$ cat src/rtl/cdc_hs_pkg.sv
// cdc_hs_pkg: shared types and helpers for the 4-phase req/ack CDC sender.
// Exports the FSM state type and the timeout counter width function.
package cdc_hs_pkg;

    // 2'b11 is unused and recovers to IDLE on the next edge.
    typedef enum logic [1:0] {
        ST_IDLE    = 2'b00,
        ST_REQ     = 2'b01,
        ST_RELEASE = 2'b10
    } state_t;

    // Width to hold 0..cycles, clamped to the 8..16 bit range.
    function automatic int cnt_width(input int cycles);
        int w;
        w = $clog2(cycles + 1);
        if (w < 8) w = 8;
        if (w > 16) w = 16;
        return w;
    endfunction

endpackage

$ cat src/rtl/cdc_hs_tx_ctrl_if.sv
// cdc_hs_tx_ctrl_if: source valid/ready bus, req/data to the destination,
// async ack back, and the done/timeout pulses. master = source/dest side.
interface cdc_hs_tx_ctrl_if #(
    parameter int DATA_WIDTH = 8
);
    logic                  src_valid;
    logic [DATA_WIDTH-1:0] src_data;
    logic                  src_ready;
    logic                  tx_req;
    logic [DATA_WIDTH-1:0] tx_data;
    logic                  ack_async;
    logic                  xfer_done;
    logic                  timeout_err;

    modport master (
        output src_valid, src_data, ack_async,
        input  src_ready, tx_req, tx_data, xfer_done, timeout_err
    );

    modport slave (
        input  src_valid, src_data, ack_async,
        output src_ready, tx_req, tx_data, xfer_done, timeout_err
    );
endinterface

$ cat src/rtl/cdc_sync_chain.sv
// cdc_sync_chain: NUM_STAGES-deep flop chain with async active-high reset.
// Ports: clk, rst, d (async input), q (d delayed by NUM_STAGES edges).
module cdc_sync_chain #(
    parameter int NUM_STAGES = 2,
    parameter int WIDTH      = 1
) (
    input  logic             clk,
    input  logic             rst,
    input  logic [WIDTH-1:0] d,
    output logic [WIDTH-1:0] q
);
    logic [WIDTH-1:0] stg [NUM_STAGES];

    always_ff @(posedge clk or posedge rst) begin
        if (rst) begin
            for (int i = 0; i < NUM_STAGES; i++) stg[i] <= '0;
        end else begin
            stg[0] <= d;
            for (int i = 1; i < NUM_STAGES; i++) stg[i] <= stg[i-1];
        end
    end

    assign q = stg[NUM_STAGES-1];
endmodule

$ cat src/rtl/cdc_hs_tx_ctrl.sv
// cdc_hs_tx_ctrl: source-side 4-phase req/ack controller for a multi-bit CDC.
// Ports: clk, rst (async, active-high), bus (cdc_hs_tx_ctrl_if.slave).
// Optional ack timeout abort enabled by defining CDC_TIMEOUT_EN.
module cdc_hs_tx_ctrl
    import cdc_hs_pkg::*;
#(
    parameter int DATA_WIDTH     = 8,
    parameter int NUM_STAGES     = 2,
    parameter int TIMEOUT_CYCLES = 255
) (
    input logic              clk,
    input logic              rst,
    cdc_hs_tx_ctrl_if.slave  bus
);
    state_t                state;
    logic                  ack_s;
    logic                  req_q;
    logic                  done_q;
    logic                  err_q;
    logic [DATA_WIDTH-1:0] data_q;
    logic                  expire;

    cdc_sync_chain #(
        .NUM_STAGES (NUM_STAGES),
        .WIDTH      (1)
    ) u_ack_sync (
        .clk (clk),
        .rst (rst),
        .d   (bus.ack_async),
        .q   (ack_s)
    );

`ifdef CDC_TIMEOUT_EN
    localparam int CW = cnt_width(TIMEOUT_CYCLES);
    logic [CW-1:0] cnt_q;
    // cnt_q holds cycles already spent in REQ before this edge.
    assign expire = (cnt_q == CW'(TIMEOUT_CYCLES - 1));
`else
    logic unused_cfg;
    assign unused_cfg = (TIMEOUT_CYCLES != 0);
    assign expire     = 1'b0;
`endif

    // A lingering ack from the previous transfer blocks new accepts.
    assign bus.src_ready   = (state == ST_IDLE) && !ack_s;
    assign bus.tx_req      = req_q;
    assign bus.tx_data     = data_q;
    assign bus.xfer_done   = done_q;
    assign bus.timeout_err = err_q;

    always_ff @(posedge clk or posedge rst) begin
        if (rst) begin
            state  <= ST_IDLE;
            req_q  <= 1'b0;
            data_q <= '0;
            done_q <= 1'b0;
            err_q  <= 1'b0;
`ifdef CDC_TIMEOUT_EN
            cnt_q  <= '0;
`endif
        end else begin
            done_q <= 1'b0;
            err_q  <= 1'b0;
            case (state)
                ST_IDLE: begin
                    if (bus.src_valid && !ack_s) begin
                        data_q <= bus.src_data;
                        req_q  <= 1'b1;
                        state  <= ST_REQ;
`ifdef CDC_TIMEOUT_EN
                        cnt_q  <= '0;
`endif
                    end
                end
                ST_REQ: begin
`ifdef CDC_TIMEOUT_EN
                    cnt_q <= cnt_q + 1'b1;
`endif
                    if (ack_s) begin
                        req_q <= 1'b0;
                        state <= ST_RELEASE;
                    end else if (expire) begin
                        req_q <= 1'b0;
                        err_q <= 1'b1;
                        state <= ST_RELEASE;
                    end
                end
                ST_RELEASE: begin
                    if (!ack_s) begin
                        state  <= ST_IDLE;
                        done_q <= 1'b1;
                    end
                end
                default: begin
                    state <= ST_IDLE;
                    req_q <= 1'b0;
                end
            endcase
        end
    end
endmodule

$ cat src/flat_wrapper.sv
// flat-port wrapper written by rule: the top's interface ports become plain ports
module cdc_hs_tx_ctrl_flat import cdc_hs_pkg::*;
#(
    parameter int DATA_WIDTH     = 8,
    parameter int NUM_STAGES     = 2,
    parameter int TIMEOUT_CYCLES = 255
)
  (clk, rst, bus_src_valid, bus_src_data, bus_ack_async, bus_src_ready, bus_tx_req, bus_tx_data, bus_xfer_done, bus_timeout_err);
  cdc_hs_tx_ctrl_if #(.DATA_WIDTH(DATA_WIDTH)) bus_i ();
  input logic clk;
  input logic rst;
  input wire logic [$bits(bus_i.src_valid)-1:0] bus_src_valid;
  input wire logic [$bits(bus_i.src_data)-1:0] bus_src_data;
  input wire logic [$bits(bus_i.ack_async)-1:0] bus_ack_async;
  output wire logic [$bits(bus_i.src_ready)-1:0] bus_src_ready;
  output wire logic [$bits(bus_i.tx_req)-1:0] bus_tx_req;
  output wire logic [$bits(bus_i.tx_data)-1:0] bus_tx_data;
  output wire logic [$bits(bus_i.xfer_done)-1:0] bus_xfer_done;
  output wire logic [$bits(bus_i.timeout_err)-1:0] bus_timeout_err;
  assign bus_i.src_valid = bus_src_valid;
  assign bus_i.src_data = bus_src_data;
  assign bus_i.ack_async = bus_ack_async;
  assign bus_src_ready = bus_i.src_ready;
  assign bus_tx_req = bus_i.tx_req;
  assign bus_tx_data = bus_i.tx_data;
  assign bus_xfer_done = bus_i.xfer_done;
  assign bus_timeout_err = bus_i.timeout_err;
  cdc_hs_tx_ctrl #(.DATA_WIDTH(DATA_WIDTH), .NUM_STAGES(NUM_STAGES), .TIMEOUT_CYCLES(TIMEOUT_CYCLES)) u_core (.clk(clk), .rst(rst), .bus(bus_i));
endmodule
$ cat config.mk
export PLATFORM = sky130hd
export DESIGN_NAME = cdc_hs_tx_ctrl_flat
export DESIGN_NICKNAME = d
export VERILOG_FILES = /design/src/rtl/cdc_hs_pkg.sv /design/src/rtl/cdc_hs_tx_ctrl_if.sv /design/src/rtl/cdc_sync_chain.sv /design/src/rtl/cdc_hs_tx_ctrl.sv /design/src/flat_wrapper.sv
export SDC_FILE = /design/constraint.sdc
export NUM_CORES = 1
export LEC_CHECK = 0
export BUFFER_PORTS_ARGS = -buffer_cell sky130_fd_sc_hd__buf_2
export CAP_MARGIN = 30
export CORE_AREA = 5 5 42 44
export CTS_BUF_LIST = sky130_fd_sc_hd__clkbuf_4
export CTS_CLUSTER_DIAMETER = 30
export DETAILED_ROUTE_END_ITERATION = 6
export DIE_AREA = 0 0 47 49
export PLACE_DENSITY = 0.81
export SYNTH_ARGS = -nofsm -noshare
export SYNTH_HDL_FRONTEND = slang
export SYNTH_SLANG_ARGS = --single-unit
export TNS_END_PERCENT = 20
$ cat constraint.sdc
create_clock -name clk -period 2.3 [get_ports clk]
set_clock_uncertainty 0.2 [all_clocks]
set_input_delay 0.115 -clock clk [delete_from_list [all_inputs] [get_ports clk]]
set_output_delay 0.115 -clock clk [all_outputs]
set_load 0.02 [all_outputs]
-- Word level (Yosys, flattened, before mapping)
Cells that the tools add are included.
- bits in registers: 14
- word-level logic and storage cells: 28
- equality and inequality tests: 5
- multiplexer cells: 9
- bitwise operators: 1
- reduce and logical (&&, ||, !) cells: 7
- operators with widths (cell ; count):
    two-way mux 2 bit ; 3
    != test 2 bit (second input constant) ; 3
    case mux 2 bit (3 select lines) ; 1
    AND reduction 3 bit ; 2
    two-way mux 1 bit ; 4
    case mux 1 bit (3 select lines) ; 1
    equality test 2 x 1 -> 1 bit (second input constant) ; 1
    equality test 2 bit (second input constant) ; 1
    logical AND 1 bit ; 2
    logical NOT 2 bit ; 1
    AND reduction 2 bit ; 1
    logical NOT 1 bit ; 1
    NOT 1 bit ; 1

-- Depth between registers and ports, before layout
- depth in word-level cells: 4
- gate-level depth with buffers: 4
- gate-level depth less buffers: 3

-- Cells and area by module
From an unflattened synthesis, not the netlist that was laid out.
- cells, all modules: 38
- area total of the unflattened synthesis: 551.8 um^2
- by module, submodules not included (module ; instances ; cells an instance ; area an instance (um^2) ; seq. area each (um^2)):
    cdc_hs_tx_ctrl ; 1 ; 35 ; 498.0 ; 300.3
    cdc_sync_chain ; 1 ; 3 ; 53.8 ; 50.0

-- Least setup slack after synthesis
Ideal clock, no wire load.
- path kind: reg-to-reg
- start: reg u_core.state[0]
- end: reg u_core.data_q[0], in the netlist u_core.bus.tx_data[0]
- data arrival time: 1.303 ns
- data required time: 1.975 ns
- path slack: 0.672 ns
- cell stages (with the launch flop): 4
- buffers on the path: 1
- cell sequence: dfrtp_1 buf_6 nor4b_4 mux2_2
- longest elaborated chain between the ends: 2
- ends and longest elaborated chain (what ; RTL line ; source):
    start, declared ; cdc_hs_tx_ctrl.sv:15 ; state_t state;
    start signal, assigned ; cdc_hs_tx_ctrl.sv:53 ; state <= ST_IDLE;
    start signal, assigned ; cdc_hs_tx_ctrl.sv:69 ; state <= ST_REQ;
    start signal, assigned ; cdc_hs_tx_ctrl.sv:81 ; state <= ST_RELEASE;
    logical NOT 2 bit ; cdc_hs_tx_ctrl.sv:64 ; case (state)
    AND reduction 2 bit (no line) ; -- ;
    end signal, assigned ; cdc_hs_tx_ctrl.sv:67 ; data_q <= bus.src_data;
    end, declared ; cdc_hs_tx_ctrl.sv:20 ; logic [DATA_WIDTH-1:0] data_q;
No other way between the ends.
A chain may end at the register's enable or synchronous reset.

-- Worst setup path after layout
- start: reg u_core.state[1]
- end: reg u_core.data_q[5], in the netlist u_core.bus.tx_data[5]
Same word-level chain as after synthesis.

==> results.txt <==
crit start category: flop
Rows: 14
final hold slack: 0.167 ns
Worst Path Max Fanout: 8
global-route wire length before repair: 1.79 mm
Synth top area share: 63.9%
drt pass-1 iters: 2
complex-gate fraction of the synthesized area: 2.51%
pin count of the biggest net entering global routing: 15
DP HPWL: 720 um
hold_buf cts: 11
antenna cells: 0
final setup violation count: 0
Longest Clk Path Bufs: 2
CTS H-Tree Depth: 1
number of synthesized flops with an enable pin: 0
met1 wire length: 424 um
final WL: 1.04 mm
Area contributors post-synth: dfrtp_1, mux2_2, nor4b_4
I/O Pins: 24
fmax: 564 MHz
PD cells: 849 mW/mm^2
Least-Margin Pin Slew: 0.577 ns
input/output buffers: 22
CTS tree: built
crit path DAT: 1.73 ns
Initial Util: 39.1%
slew margin rel.: 61.4%
largest family of logic cells by synthesized area: multiplexers
total track usage: 10.6%
Hold Crit Class: reg -> reg
Max Transition Viols Final: 0
number of max-cap violations: 0
fin crit period: 1.77 ns
dpl cell area: 659 um^2
Slowest-stage cell, CP: nor4b_4
Tcrit/Tclk final: 77.0%
critical path endpoint category: flop
distinct cell type count after synthesis: 14
Commonest cells post-synth: dfrtp_1, mux2_2, inv_1
Clk pin slew, worst setup/hold paths: 0.08 ns
Peak VDD IR: 0.442 mV
share of post-route cells with drive strength above 1: 47.2%
ys flop type: dfrtp_1
drt wl/cell: 11.8 um
WL met2: 520 um
vias post-DR: 396
Clock Latency Late Sink: 0.26 ns
Seq/Total Area, Yosys: 63.9%
Avg Inst Size Synth: 14.8 um^2
Synth Area in Simple Gates: 9.36%
Clock Root Buffer: clkbuf_4
Num CTS Buffers: 3
Yosys reg bits: 14
unrepaired setup endpoints after global routing: no
# clock sinks: 14
post-CTS resize count: 0
top routing layer in use: met3
post-layout util: 56.8%
Die Height: 49 um
nets@finish: 85
Syn Nets: 49
post-synth top area cell: dfrtp_1
yosys synthesis warning count: 0
Synth Instances: 37
vias per cell: 4.50
final hold viol count: 0
worst path required time: 2.26 ns
initial antenna violation count: 0
Initial DRC Count: 4
Post-synth ARST share: 100%
DIE AREA: 0.00230 mm^2
final antenna-violating net count: 0
Residual DRC: 0
Setup Buffers After CTS: 0
core box area: 0.00140 mm^2
gr ovfl total: 0
mux cell area share after synthesis: 16.4%
static leakage: 0.391 nW
worst setup path category: reg -> reg
Die X: 47 um
routed wl met3: 92 um
Synth Area in XOR/XNOR: 1.60%
Setup Total Neg Slack: 0 ns
cell area after layout: 796 um^2
max incr delay on CP: 0.60 ns
dominant cell by count in the synthesized netlist: dfrtp_1
Synth Area in Adders: 0%
RePlAce Congestion: 0.647
Area Overhead vs Synth: 45.2%
vias in the first global route: 435
Cell Chain, Critical Path: nor4b_4 -> mux2_2
status: complete, no violations
cell area after synthesis: 548 um^2
worst max-delay path: cells and delay by family, from the launching register on:
family,cells,cell delay [ns]
and+or+nand+nor,1,0.60
DFF,1,0.46
muxes,1,0.40
cell families (layout without fill, tap and decap cells):
logic type / count (synthesis) / count (layout)
DFF: 14 / 14
muxes: 8 / 8
and+or+nand+nor: 6 / 6
buffers and inverters: 5 / 40
AOI/OAI and AO/OA: 2 / 2
other: 1 / 1
xor gates and xnor gates: 1 / 1
worst paths after layout:
kind,slack (ns),start,to,cells after the start
max in group asynchronous,1.34,rst,u_core.bus.tx_req,3
max reg2reg,0.53,u_core.state[1],u_core.bus.tx_data[5],2
min reg2reg,0.17,u_core.u_ack_sync.stg[1],u_core.u_ack_sync.q,0
max,0.53,u_core.state[1],u_core.bus.tx_data[5],2
min,0.17,u_core.u_ack_sync.stg[1],u_core.u_ack_sync.q,0
min in group asynchronous,0.22,rst,u_core.bus.tx_data[7],3
metal layers:
metal | GRT usage, % | vias to the layer above
li1 | - | 193
met1 | 13.1 | 187
met2 | 17.2 | 16
met3 | 2.58 | 0
met4 | 4.15 | 0
met5 | 0 | -
where the power goes:
group	switching, W	total, W	internal [W]
Combinational	0.000113	0.000209	0.0000966
Sequential	0.0000332	0.000332	0.000298
Clock	0.0000724	0.000135	0.0000627
Total	0.000218	0.000676	0.000458
sequential cells by signal, summed over array words and instances (netlist names):
name	cells
u_core.bus.tx_data	8
u_core.u_ack_sync.stg	1
u_core.bus.xfer_done	1
u_core.u_ack_sync.q	1
u_core.bus.tx_req	1
u_core.state	2
layout make-up:
class                      count  area [um^2]
multi-input combinational     18          168
fill                         128          606
timing repair buffer          33          220
inverter                       3         11.3
clock inverter                 1         3.75
sequential                    14          350
tap                           16         20.0
clock buffer                   3         22.5
metrics by stage:
step / power [W] / worst slack (ns) / cells
3_3_place_gp: 0.000529 / 0.576 / 73
3_5_place_dp: 0.000534 / 0.511 / 73
2_1_floorplan: 0.000467 / 0.672 / 37
6_report: 0.000676 / 0.528 / 88
5_1_grt: 0.000716 / 0.448 / 88
4_1_cts: 0.000684 / 0.492 / 88
cell usage in the layout (no fill, tap or decap), types with 2 or more instances in the layout:
master         netlist  layout
buf_2                0      22
clkbuf_4             0       3
dfrtp_1             14      14
dlygate4sd3_1        0      11
inv_1                3       3
mux2_2               8       8
nor3_1               2       2
Note: power is estimated with default switching activity, not from simulation.
